[src/rtl/fp_sorter_if.sv]
// Loader/consumer-side bus of fp_sorter: buffer write port, sort request, read port and status.
interface fp_sorter_if #(
  parameter int unsigned AW = 2
);
  logic          wr_en;
  logic [AW-1:0] wr_addr;
  logic [12:0]   din;
  logic          start;
  logic [AW-1:0] rd_addr;
  logic [12:0]   dout;
  logic          busy;
  logic          done;

  modport master (
    output wr_en, wr_addr, din, start, rd_addr,
    input  dout, busy, done
  );

  modport slave (
    input  wr_en, wr_addr, din, start, rd_addr,
    output dout, busy, done
  );
endinterface

[src/rtl/fp_sorter.sv]
// In-place ascending bubble sort of N 13-bit floats {sign, exp[3:0], frac[7:0]},
// one fp_gt comparison per clock, data-independent cycle count.

// Strict greater-than on sign-magnitude floats; identical words compare as not greater.
module fp_gt (
  input  logic [12:0] a,
  input  logic [12:0] b,
  output logic        gt
);
  always_comb begin
    if (a[12] != b[12]) begin
      gt = b[12];
    end else if (!a[12]) begin
      gt = (a[11:0] > b[11:0]);
    end else begin
      gt = (a[11:0] < b[11:0]);
    end
  end
endmodule

module fp_sorter #(
  parameter int unsigned N  = 4,
  parameter int unsigned AW = 2
) (
  input  logic        clk,
  input  logic        reset,
  fp_sorter_if.slave  bus
);
  localparam int unsigned DW = 13;
  localparam logic [AW:0]   N_EXT     = (AW+1)'(N);
  localparam logic [AW-1:0] LAST_PASS = AW'(N - 2);

  typedef enum logic [1:0] {IDLE, SORT, DONE} state_t;

  state_t        state, state_d;
  logic [AW-1:0] pass, pass_d;
  logic [AW-1:0] j, j_d, j1;
  logic [DW-1:0] mem [N];
  logic [DW-1:0] a_c, b_c;
  logic          gt_c, swap_c;

  assign j1  = j + AW'(1);
  assign a_c = mem[j];
  assign b_c = mem[j1];

  fp_gt u_gt (.a(a_c), .b(b_c), .gt(gt_c));

  // Next-state, counter advance and swap decision
  always_comb begin
    state_d = state;
    pass_d  = pass;
    j_d     = j;
    swap_c  = 1'b0;
    case (state)
      IDLE: begin
        if (bus.start) begin
          state_d = SORT;
          pass_d  = '0;
          j_d     = '0;
        end
      end
      SORT: begin
        swap_c = gt_c;
        if (j == LAST_PASS - pass) begin
          j_d    = '0;
          pass_d = pass + AW'(1);
          if (pass == LAST_PASS) begin
            state_d = DONE;
          end
        end else begin
          j_d = j + AW'(1);
        end
      end
      DONE:    state_d = IDLE;
      default: state_d = IDLE;
    endcase
  end

  always_ff @(posedge clk) begin
    if (reset) begin
      state    <= IDLE;
      pass     <= '0;
      j        <= '0;
      bus.busy <= 1'b0;
      bus.done <= 1'b0;
    end else begin
      state    <= state_d;
      pass     <= pass_d;
      j        <= j_d;
      bus.busy <= (state_d == SORT);
      bus.done <= (state_d == DONE);
    end
  end

  // Buffer is never cleared by reset; a reset edge also suppresses any pending swap
  always_ff @(posedge clk) begin
    if (!reset) begin
      if (state == IDLE && bus.wr_en && ({1'b0, bus.wr_addr} < N_EXT)) begin
        mem[bus.wr_addr] <= bus.din;
      end else if (swap_c) begin
        mem[j]  <= b_c;
        mem[j1] <= a_c;
      end
    end
  end

  assign bus.dout = ({1'b0, bus.rd_addr} < N_EXT) ? mem[bus.rd_addr] : '0;
endmodule

[src/flat_wrapper.sv]
// flat-port wrapper written by rule: the top's interface ports become plain ports
module fp_sorter_flat 
#(
  parameter int unsigned N  = 4,
  parameter int unsigned AW = 2
)
  (clk, reset, bus_wr_en, bus_wr_addr, bus_din, bus_start, bus_rd_addr, bus_dout, bus_busy, bus_done);
  fp_sorter_if #(.AW(AW)) bus_i ();
  input  logic clk;
  input  logic reset;
  input wire logic [$bits(bus_i.wr_en)-1:0] bus_wr_en;
  input wire logic [$bits(bus_i.wr_addr)-1:0] bus_wr_addr;
  input wire logic [$bits(bus_i.din)-1:0] bus_din;
  input wire logic [$bits(bus_i.start)-1:0] bus_start;
  input wire logic [$bits(bus_i.rd_addr)-1:0] bus_rd_addr;
  output wire logic [$bits(bus_i.dout)-1:0] bus_dout;
  output wire logic [$bits(bus_i.busy)-1:0] bus_busy;
  output wire logic [$bits(bus_i.done)-1:0] bus_done;
  assign bus_i.wr_en = bus_wr_en;
  assign bus_i.wr_addr = bus_wr_addr;
  assign bus_i.din = bus_din;
  assign bus_i.start = bus_start;
  assign bus_i.rd_addr = bus_rd_addr;
  assign bus_dout = bus_i.dout;
  assign bus_busy = bus_i.busy;
  assign bus_done = bus_i.done;
  fp_sorter #(.N(N), .AW(AW)) u_core (.clk(clk), .reset(reset), .bus(bus_i));
endmodule
[config.mk]
export PLATFORM = sky130hd
export DESIGN_NAME = fp_sorter_flat
export DESIGN_NICKNAME = d
export VERILOG_FILES = /design/src/rtl/fp_sorter_if.sv /design/src/rtl/fp_sorter.sv /design/src/flat_wrapper.sv
export SDC_FILE = /design/constraint.sdc
export NUM_CORES = 1
export LEC_CHECK = 0
export ABC_AREA = 1
export CAP_MARGIN = 15
export CORE_MARGIN = 3
export CORE_UTILIZATION = 35
export CTS_CLUSTER_SIZE = 16
export DETAILED_ROUTE_END_ITERATION = 7
export PLACE_DENSITY = 0.61
export SETUP_SLACK_MARGIN = 0.4
export SLEW_MARGIN = 30
export SYNTH_ARGS = -nofsm -noshare
export SYNTH_HDL_FRONTEND = slang
export SYNTH_HIERARCHICAL = 1
export SYNTH_SLANG_ARGS = --single-unit
[constraint.sdc]
create_clock -name clk -period 4.4 [get_ports clk]
set_input_delay 0.88 -clock clk [delete_from_list [all_inputs] [get_ports clk]]
set_output_delay 0.88 -clock clk [all_outputs]
set_load 0.01 [all_outputs]
==> results of run 1 <==
## per-layer routing
layer,GRT usage (%),vias to the layer above
li1,-,2297
met1,23.3,2089
met2,30.8,193
met3,3.55,27
met4,7.07,0
met5,0,-
## timing repair
| action | CTS | global route |
|---|---|---|
| setup endpoints to repair | 0 | 105 |
| setup buffers | 0 | 3 |
| resized for setup | 0 | 10 |
## registers in the layout, indices dropped and copies added, names as in the netlist, named ones only
name and flops:
u_core/bus.busy 1, u_core/bus.done 1, u_core/mem 52, u_core/pass 2, u_core/state 2, u_core/j 2
## cell families (layout without fill, tap and decap cells)
logic type,Yosys count,after routing,synth area share [%]
AO/OA/AOI/OAI,108,108,12.3
buffers and inverters,112,146,11.6
AND/OR/NAND/NOR,380,381,34.5
adder cells (fa/ha/maj),17,17,4.48
flip-flops,62,62,37.1
## final timing paths
path                               start                          end  slack, ns  depth (start not counted)
min          u_core/pass[1]$_SDFFE_PP0P_  u_core/pass[1]$_SDFFE_PP0P_       0.51                          2
max             u_core/j[1]$_SDFFE_PP0N_   u_core/mem[1][7]$_DFFE_PP_       0.74                         24
max reg2reg     u_core/j[1]$_SDFFE_PP0N_   u_core/mem[1][7]$_DFFE_PP_       0.74                         24
min reg2reg  u_core/pass[1]$_SDFFE_PP0P_  u_core/pass[1]$_SDFFE_PP0P_       0.51                          2
## stage by stage
step / total power, uW / cell area (sq um) / setup slack [ns] / util, % / instances
6_report: 2050 / 5510 / 0.738 / 42.6 / 886
3_3_place_gp: 1420 / 5170 / 0.574 / 40.0 / 867
5_1_grt: 2180 / 5510 / 0.425 / 42.6 / 886
2_1_floorplan: 1250 / 4750 / 0.805 / - / 679
3_5_place_dp: 1430 / 5170 / 0.467 / 40.0 / 867
4_1_cts: 2040 / 5430 / 0.439 / 42.0 / 882
## cells in the final DEF, fill, tap and decap left out, types with 3 or more instances in the layout
cell type and count:
nor2_1 33, and2_1 13, o21ai_0 28, o21ai_1 51
clkbuf_1 4, inv_1 75, a21oi_1 8, nand3_1 89
clkdlybuf4s50_1 34, dfxtp_1 10, clkbuf_16 9, buf_4 15
ha_1 17, edfxtp_1 52, o21ai_2 6, nand2_2 3
nand2_8 4, nand2_1 230, o22ai_1 13
## worst max-delay path: stages (launching register included)
cell	delay, ns
dfxtp_1	0.41
inv_1	0.12
ha_1	0.33
inv_1	0.05
buf_4	0.20
nand3_1	0.10
nand2_1	0.08
inv_1	0.06
inv_1	0.04
ha_1	0.28
nand2_1	0.07
nor2_1	0.14
nand2_2	0.07
clkinv_1	0.05
nand2_1	0.05
nand3_1	0.06
nand2_1	0.07
a21oi_2	0.11
inv_1	0.05
nor2_2	0.15
nand2_4	0.17
clkinv_8	0.15
nand2_8	0.15
nand2_1	0.11
buf_4	0.25
## power groups by stage
| stage | combinational [uW] | clock (uW) | sequential (uW) |
|---|---|---|---|
| 3_3_place_gp | 669 | 0 | 748 |
| 6_report | 706 | 606 | 739 |
| 4_1_cts | 685 | 618 | 738 |
| 3_5_place_dp | 681 | 0 | 750 |
| 5_1_grt | 798 | 640 | 744 |
| 2_1_floorplan | 508 | 0 | 741 |
## cell type report
type                    instances  share of cell area (%)
clock buffers                  13                    4.36
clock inverters                 2                   0.182
inverters                      79                    5.66
multi-input cells             506                    45.0
flip-flops and latches         62                    32.0
well taps                     172                    3.91
repair buffers                 52                    8.86
==> results.json, run 1 <==
{
  "status": "finished, final reports clean",
  "grt_util_all_layers_pct": 18.3,
  "io_buffers": 35,
  "io_pins": 36,
  "criticalPathCategory": "register to register",
  "synth-main-ff-cell": "edfxtp_1",
  "grt.overflow.total": 0,
  "drtAntennaViolNets": 0,
  "synthTopCellsByArea": "edfxtp_1 (33%), nand2_1 (18%), nand3_1 (9.4%)",
  "synth-edff-count": 52,
  "drt_iter0_markers": 400,
  "yosys_register_bits": 62,
  "cts_inserted_buffers": 9,
  "swShare_pct": 34.6,
  "cap_violations": 0,
  "syn_area_sq_um": 4750,
  "ir_worst_vdd_uv": 170,
  "cts.sinks": 62,
  "clkSlewWorstSetupHoldPaths_ns": 0.05,
  "slew_headroom_pct": 56.3,
  "synth_top_area_share_pct": 32.9,
  "yosysUniqueCellTypes": 29,
  "die_w_um": 122,
  "grt_pass1_wl_mm": 21.1,
  "cp.arrival_ns": 3.67,
  "power_frac_comb_pct": 34.4,
  "seqCellArea_sq_um": 1760,
  "finalSetupTns_ns": 0,
  "rsz0062_at_grt": "no",
  "syn_inst": 679,
  "firstDrtPassIters": 5,
  "fmax_ghz": 0.273,
  "skew_ns": 0.00753,
  "wl_met1_mm": 5.87,
  "area_delta_synth_final_pct": 16.0,
  "cts_buffer_depth": 2,
  "wl_met3_mm": 1.03,
  "pwr-share-clk_pct": 29.5,
  "multiInputGateArea_sq_um": 2480,
  "pwr-share-seq_pct": 36.1,
  "final.min_clock_period_ns": 3.66,
  "finalSetupViolCount": 0,
  "via_per_inst": 5.20,
  "dp_hpwl_mm": 9.16,
  "start_util_pct": 36.7,
  "maxSlewViolCount": 0,
  "setup.worst_path.end_class": "register",
  "post_drt_wl_per_cell_um": 15.4,
  "diodes": 0,
  "cts_tree": "done",
  "wl_met2_mm": 6.50,
  "worst_pin_slew_ns": 0.654,
  "antenna_found_initial": 0,
  "root_buffer": "clkbuf_16",
  "hp-class": "register to register",
  "synth.most_common_cell": "nand2_1",
  "globalplace.congestion": 0.819,
  "yosysSeqAreaShare_pct": 37.1,
  "drt-total-wl_mm": 13.7,
  "clkLatencyLatePin_ns": 0.33,
  "whs_ns": 0.510,
  "synth_top_cell_by_area": "edfxtp_1",
  "fin_crit_sh_pct": 83.2,
  "vias": 4606,
  "synth.top_cells.by_count": "nand2_1 (230), nand3_1 (89), inv_1 (75)",
  "row_count": 41,
  "grt_max_degree": 32,
  "p_leak_uw": 0.00258,
  "p_switching_uw": 709,
  "power_density_nw_per_um2": 372,
  "cp.required_ns": 4.41,
  "postCtsHoldBufs": 0,
  "design.die.area_sq_um": 15000,
  "top_layer": "met4",
  "h-tree-depth": 3,
  "grt_pass1_vias": 4180,
  "critPathMaxFanout": 27,
  "core_sq_um": 12900,
  "die_h_um": 122,
  "hold_viol_final": 0,
  "internal_power_uw": 1340,
  "route.detailed.drc": 0,
  "startpoint_type": "register",
  "synthesis.nets": 717,
  "nFillCells": 1347,
  "synthArstFlopShare_pct": 0,
  "fin_nets": 748,
  "yosys_warnings": 6,
  "syn_avg_cell_area_sq_um": 6.99,
  "layout-drive-gt1-share_pct": 7.00
}
Note: power is estimated with default switching activity, not from simulation.
==> inputs of run 2 (changes only) <==
Settings changed: PLACE_DENSITY 0.61 to 0.63.
Clock period 4.4 ns to 3 ns, I/O delays scaled along.
==> run 2 against run 1 <==
  * The run now ends with negative setup slack left
  * First-iteration DRC count up 36%
  * Clock power is 46% higher
  * Sequential cell count stayed put
  * Worst setup slack got worse by 1.2 ns
  * Critical path depth is 1 lower
  * Worst hold slack lost 0.012 ns
  * Sequential power increased by 47%
  * Combinational power grew to 2.6 times the previous value
  * Clock skew fell by 0.0036 ns
  * Global-route usage is 6.5 points higher
  * Register-to-register slack got worse by 1.2 ns
  * Critical endpoint is now u_core/mem[0][11]$_DFFE_PP_
  * Largest cell class unchanged
  * Highest routed layer unchanged
==> results.json, run 2 (same netlist as run 1, synthesis figures left out) <==
{
  "maxSlewViolCount": 0,
  "final_area_sq_um": 7830,
  "layout-drive-gt1-share_pct": 38.3,
  "grt.overflow.total": 0,
  "firstDrtPassIters": 6,
  "die_w_um": 122,
  "finalSetupViolCount": 104,
  "mostFrequentLayoutCells": "nand2_1 (200), buf_4 (59), inv_1 (57)",
  "cp_top_family": "simple AND/OR/NAND/NOR gates",
  "post-place-cells": 926,
  "cts_tree": "done",
  "design.die.area_sq_um": 15000,
  "slew_headroom_pct": 75.5,
  "cp.required_ns": 3.04,
  "grt_pass1_wl_mm": 28.2,
  "area_delta_synth_final_pct": 65.0,
  "dpl-instance-area_sq_um": 6140,
  "fin_crit_sh_pct": 114,
  "cts.sinks": 62,
  "core_sq_um": 12900,
  "seqCellArea_sq_um": 1770,
  "rsz0062_at_grt": "yes",
  "crit_top_cell": "inv_2",
  "hp-class": "register to register",
  "fin_nets": 839,
  "crit_buf_inv": 7,
  "antenna_found_initial": 0,
  "io_buffers": 35,
  "hold_viol_final": 0,
  "root_buffer": "clkbuf_16",
  "whs_ns": 0.498,
  "nFillCells": 1043,
  "dp_hpwl_mm": 10.6,
  "grt_pass1_vias": 5326,
  "critPathMaxFanout": 8,
  "h-tree-depth": 3,
  "vias": 5418,
  "multiInputGateArea_sq_um": 3660,
  "skew_ns": 0.00392,
  "row_count": 41,
  "criticalPathCategory": "register to register",
  "finalNonFillerCells": 976,
  "path_cells": "inv_2 > ha_4 > buf_6 > nand3_1 > nand2_2 > inv_2 > inv_2 > ha_4 > nand2_2 > nor2_4 > nand2_2 > clkinv_2 > nand2_1 > nand3_1 > nand2_1 > a21oi_2 > inv_2 > nor2_4 > nand2_4 > buf_6 > o21ai_4 > nand3_4 > nand2_8",
  "clkLatencyLatePin_ns": 0.33,
  "layout.cells.most_common": "nand2_1",
  "clkSlewWorstSetupHoldPaths_ns": 0.05,
  "final.min_clock_period_ns": 3.43,
  "fmax_ghz": 0.291,
  "status": "finished, violations left",
  "power_density_nw_per_um2": 487,
  "diodes": 0,
  "via_per_inst": 5.55,
  "largest_reg_flops": 52,
  "p_leak_uw": 0.00362,
  "drt_iter0_markers": 544,
  "drtAntennaViolNets": 0,
  "grt_util_all_layers_pct": 24.8,
  "regMostFlops": "u_core/mem",
  "start_util_pct": 36.7,
  "cts_buffer_depth": 2,
  "post_drt_wl_per_cell_um": 19.1,
  "cap_violations": 0,
  "route.detailed.drc": 0,
  "violations": "negative setup slack",
  "slowest_delay_ns": 0.34,
  "setup_slack_ns": -0.432,
  "cts_inserted_buffers": 9,
  "grt_max_degree": 29,
  "drt-total-wl_mm": 18.6,
  "finalSetupTns_ns": -37.34,
  "setup.worst_path.end_class": "register",
  "ir_worst_vdd_uv": 276,
  "io_pins": 36,
  "die_h_um": 122,
  "globalplace.congestion": 0.949,
  "startpoint_type": "register",
  "crit_slowest_cell": "dfxtp_2",
  "cp.arrival_ns": 3.47,
  "worst_pin_slew_ns": 0.363,
  "power.total_uw": 3820
}
run 2: worst paths after layout:
kind / start / end / slack, ns / cells after the start
max: u_core/j[1]$_SDFFE_PP0N_ / u_core/mem[0][11]$_DFFE_PP_ / -0.43 / 23
min: u_core/pass[1]$_SDFFE_PP0P_ / u_core/pass[1]$_SDFFE_PP0P_ / 0.50 / 2
max reg2reg: u_core/j[1]$_SDFFE_PP0N_ / u_core/mem[0][11]$_DFFE_PP_ / -0.43 / 23
min reg2reg: u_core/pass[1]$_SDFFE_PP0P_ / u_core/pass[1]$_SDFFE_PP0P_ / 0.50 / 2
run 2: final cells by class:
type                            instances  share of cell area (%)
Timing Repair inverter                  1                   0.144
Clock buffer                           10                    2.92
Timing Repair Buffer                  138                    20.4
Tap cell                              172                    2.75
Clock inverter                          4                   0.208
Inverter                               79                    4.30
Multi-Input combinational cell        510                    46.7
Sequential cell                        62                    22.5
run 2: where the power goes:
part	internal [uW]	leakage (uW)	total, uW	switching (uW)
combinational	793	0.00295	1840	1050
clock	538	0.000121	884	346
sequential	1040	0.000556	1090	47.2
total	2370	0.00362	3820	1440
run 2: per-layer routing:
metal | GRT usage, % | routed length (um) | share of wire [%]
met2 | 41.7 | 9220 | 49
met5 | 0 | 0 | 0
met1 | 30.5 | 7230 | 39
met4 | 11.9 | 740 | 4.0
met3 | 4.88 | 1440 | 7.7
run 2: through the flow:
step / setup WS (ns) / utilization [%]
3_5_place_dp: -0.294 / 47.5
5_1_grt: -0.541 / 60.6
6_report: -0.432 / 60.6
4_1_cts: -0.215 / 56.8
3_3_place_gp: -0.239 / 47.5
2_1_floorplan: -0.148 / -
run 2: worst min-delay path: stages, from the launching register on:
cell and delay [ns]:
dfxtp_1 0.33, a21oi_1 0.04, nor2_1 0.09
run 2: timing repair:
item	4_1_cts	5_1_grt
pin swaps	74	57
buffers inserted	16	6
gates cloned	14	0
hold buffers	0	0
resized for setup	120	83
endpoints found under the setup margin	117	117
==> inputs of run 3 (changes only) <==
Settings changed: SYNTH_HIERARCHICAL 1 to unset.
==> run 3 against run 2 <==
  * The run still ends with negative setup slack left
  * Non-clock buffer count fell by 27
  * Worst hold slack got worse by 0.020 ns
  * Critical path depth fell by 7
  * First-iteration DRC count fell by 8.6%
  * Power fell by 18%
  * Die area fell by 3.2%
  * Core utilization fell by 8.4 points
  * Sequential share of layout area rose by 4.0 points
  * Wire length fell by 9.8%
  * Global-route usage fell by 2.3 points
  * Largest cell class unchanged
==> results.json, run 3 <==
{
  "status": "finished, violations left",
  "violations": "negative setup slack",
  "cts.sinks": 62,
  "p_switching_uw": 1020,
  "grt_util_all_layers_pct": 22.6,
  "vias": 4949,
  "drtAntennaViolNets": 0,
  "io_pins": 36,
  "hold_viol_final": 0,
  "clkSlewWorstSetupHoldPaths_ns": 0.05,
  "layout.cells.most_common": "nand2_1",
  "synthArstFlopShare_pct": 0,
  "pwr-share-clk_pct": 32.1,
  "startpoint_type": "register",
  "route.detailed.drc": 0,
  "h-tree-depth": 3,
  "ir_worst_vdd_uv": 304,
  "synth_top_cell_by_area": "edfxtp_1",
  "start_util_pct": 36.1,
  "power_density_nw_per_um2": 469,
  "setup_slack_ns": -0.0895,
  "internal_power_uw": 2100,
  "grt_max_degree": 31,
  "finalSetupTns_ns": -5.50,
  "firstDrtPassIters": 5,
  "post-place-cells": 852,
  "slew_headroom_pct": 68.3,
  "grt.overflow.total": 0,
  "drt_iter0_markers": 497,
  "cp.required_ns": 3.04,
  "synth.most_common_cell": "nand2_1",
  "criticalPathCategory": "register to register",
  "syn_inst": 614,
  "root_buffer": "clkbuf_16",
  "largest_reg_flops": 52,
  "worst_pin_slew_ns": 0.470,
  "dp_hpwl_mm": 10.3,
  "synth-main-ff-cell": "edfxtp_1",
  "fmax_ghz": 0.324,
  "utilization_pct": 52.2,
  "p_leak_uw": 0.00289,
  "cap_violations": 0,
  "syn_area_sq_um": 4590,
  "skew_ns": 0.00580,
  "layout-drive-gt1-share_pct": 28.8,
  "setup.worst_path.end_class": "register",
  "cp.arrival_ns": 3.13,
  "core_sq_um": 12700,
  "clkLatencyLatePin_ns": 0.34,
  "yosysSeqAreaShare_pct": 38.4,
  "rsz0062_at_grt": "yes",
  "via_per_inst": 5.58,
  "synthesis.nets": 652,
  "area_delta_synth_final_pct": 44.7,
  "synth.top_cells.by_count": "nand2_1 (188), nand3_1 (61), nor2_1 (55)",
  "finalSetupViolCount": 104,
  "critPathMaxFanout": 7,
  "fin_nets": 748,
  "io_buffers": 35,
  "regMostFlops": "u_core.mem",
  "swShare_pct": 32.7,
  "post_drt_wl_per_cell_um": 18.9,
  "row_count": 41,
  "syn_avg_cell_area_sq_um": 7.47,
  "die_h_um": 121,
  "antenna_found_initial": 0,
  "drt-total-wl_mm": 16.8,
  "yosys_warnings": 0,
  "yosys_register_bits": 62,
  "finalNonFillerCells": 887,
  "grt_pass1_wl_mm": 25.1,
  "yosysUniqueCellTypes": 34,
  "synth_top_area_share_pct": 34.0,
  "design.die.area_sq_um": 14500,
  "globalplace.congestion": 0.886,
  "diodes": 0,
  "cts_buffer_depth": 2,
  "fin_crit_sh_pct": 103,
  "power_frac_comb_pct": 34.3,
  "hp-class": "register to register",
  "die_w_um": 121,
  "pwr-share-seq_pct": 33.6,
  "mostFrequentLayoutCells": "nand2_1 (169), nor2_1 (53), edfxtp_1 (52)",
  "synth-edff-count": 52,
  "synthTopCellsByArea": "edfxtp_1 (34%), nand2_1 (15%), nand3_1 (6.7%)",
  "maxSlewViolCount": 0,
  "cts_inserted_buffers": 9,
  "grt_pass1_vias": 4789,
  "cts_tree": "done",
  "final.min_clock_period_ns": 3.09
}
-- run 3: cell count changes after synthesis, sizes merged, moves of 13 or more --
cell / change
o21ai: -28
inv: -37
nand2: -23
a21oi: +16
nor2: +18
and2: -13
nand3: -27
-- run 3: per-stage QoR --
step / hold slack (ns) / setup slack [ns] / power [uW] / instance area (sq um)
floorplan: 0.447 / -0.0637 / 1650 / 4910
global placement: 0.455 / -0.106 / 1960 / 5800
detailed placement: 0.473 / -0.173 / 1980 / 5800
CTS: 0.481 / -0.0153 / 3030 / 6400
global route: 0.504 / -0.216 / 3240 / 6640
finish: 0.478 / -0.0895 / 3120 / 6640
-- run 3: cell type report --
| type | count | area (sq um) |
|---|---|---|
| Fill cell | 1129 | 6080 |
| Multi-Input combinational cell | 479 | 3010 |
| Clock inverter | 6 | 52.6 |
| Sequential cell | 62 | 1760 |
| Clock buffer | 10 | 229 |
| Tap cell | 172 | 215 |
| Timing Repair Buffer | 111 | 1130 |
| Timing Repair inverter | 2 | 20.0 |
| Inverter | 45 | 223 |
-- run 3: metal layers --
| metal | up-vias | global-route usage (%) | routed length, um |
|---|---|---|---|
| li1 | 2292 | - | - |
| met1 | 2304 | 27.1 | 6430 |
| met2 | 291 | 37.9 | 8090 |
| met3 | 62 | 4.40 | 1550 |
| met4 | 0 | 12.3 | 729 |
| met5 | - | 0 | 0 |
-- run 3: critical path: stages, from the launching register on --
cell and delay [ns]:
dfxtp_2 0.33, inv_2 0.05, ha_4 0.39, inv_12 0.06, buf_6 0.12, a32o_2 0.27, ha_4 0.23, a21oi_2 0.14
nand2_1 0.07, nand2_1 0.07, nand3_2 0.11, a21oi_4 0.20, buf_6 0.13, nand2_4 0.07, o21ai_4 0.14, nand3_4 0.21
nand2_8 0.17
-- run 3: worst paths after layout --
check,cells after the start,end,slack [ns],startpoint
setup / recovery,16,u_core.mem[0][8]$_DFFE_PP_,-0.09,u_core.j[0]$_SDFFE_PP0P_
hold / removal,2,u_core.pass[1]$_SDFFE_PP0P_,0.48,u_core.pass[1]$_SDFFE_PP0P_
setup reg to reg,16,u_core.mem[0][8]$_DFFE_PP_,-0.09,u_core.j[0]$_SDFFE_PP0P_
hold reg to reg,2,u_core.pass[1]$_SDFFE_PP0P_,0.48,u_core.pass[1]$_SDFFE_PP0P_
-- run 3: power groups by stage --
stage          logic (uW)  clock network [uW]  registers (uW)
2_1_floorplan         601                   0            1050
3_3_place_gp          899                   0            1060
3_5_place_dp          915                   0            1060
4_1_cts               990                 998            1040
5_1_grt              1160                1030            1050
6_report             1070                1000            1050
-- run 3: cells by family after synthesis --
| kind of cell | count (synthesis) | share of synthesized area [%] |
|---|---|---|
| buffers and inverters | 78 | 8.42 |
| xor gates and xnor gates | 2 | 0.382 |
| AOI/OAI and AO/OA | 119 | 15.6 |
| adders and majority gates | 17 | 4.63 |
| and+or+nand+nor | 336 | 32.6 |
| DFF | 62 | 38.4 |
-- run 3: what timing repair did --
item | 4_1_cts | 5_1_grt
pin swaps | 19 | 13
endpoints found under the setup margin | 117 | 110
resized for setup | 59 | 34
hold buffers | 0 | 0
gates cloned | 5 | 3
setup buffers | 3 | 8
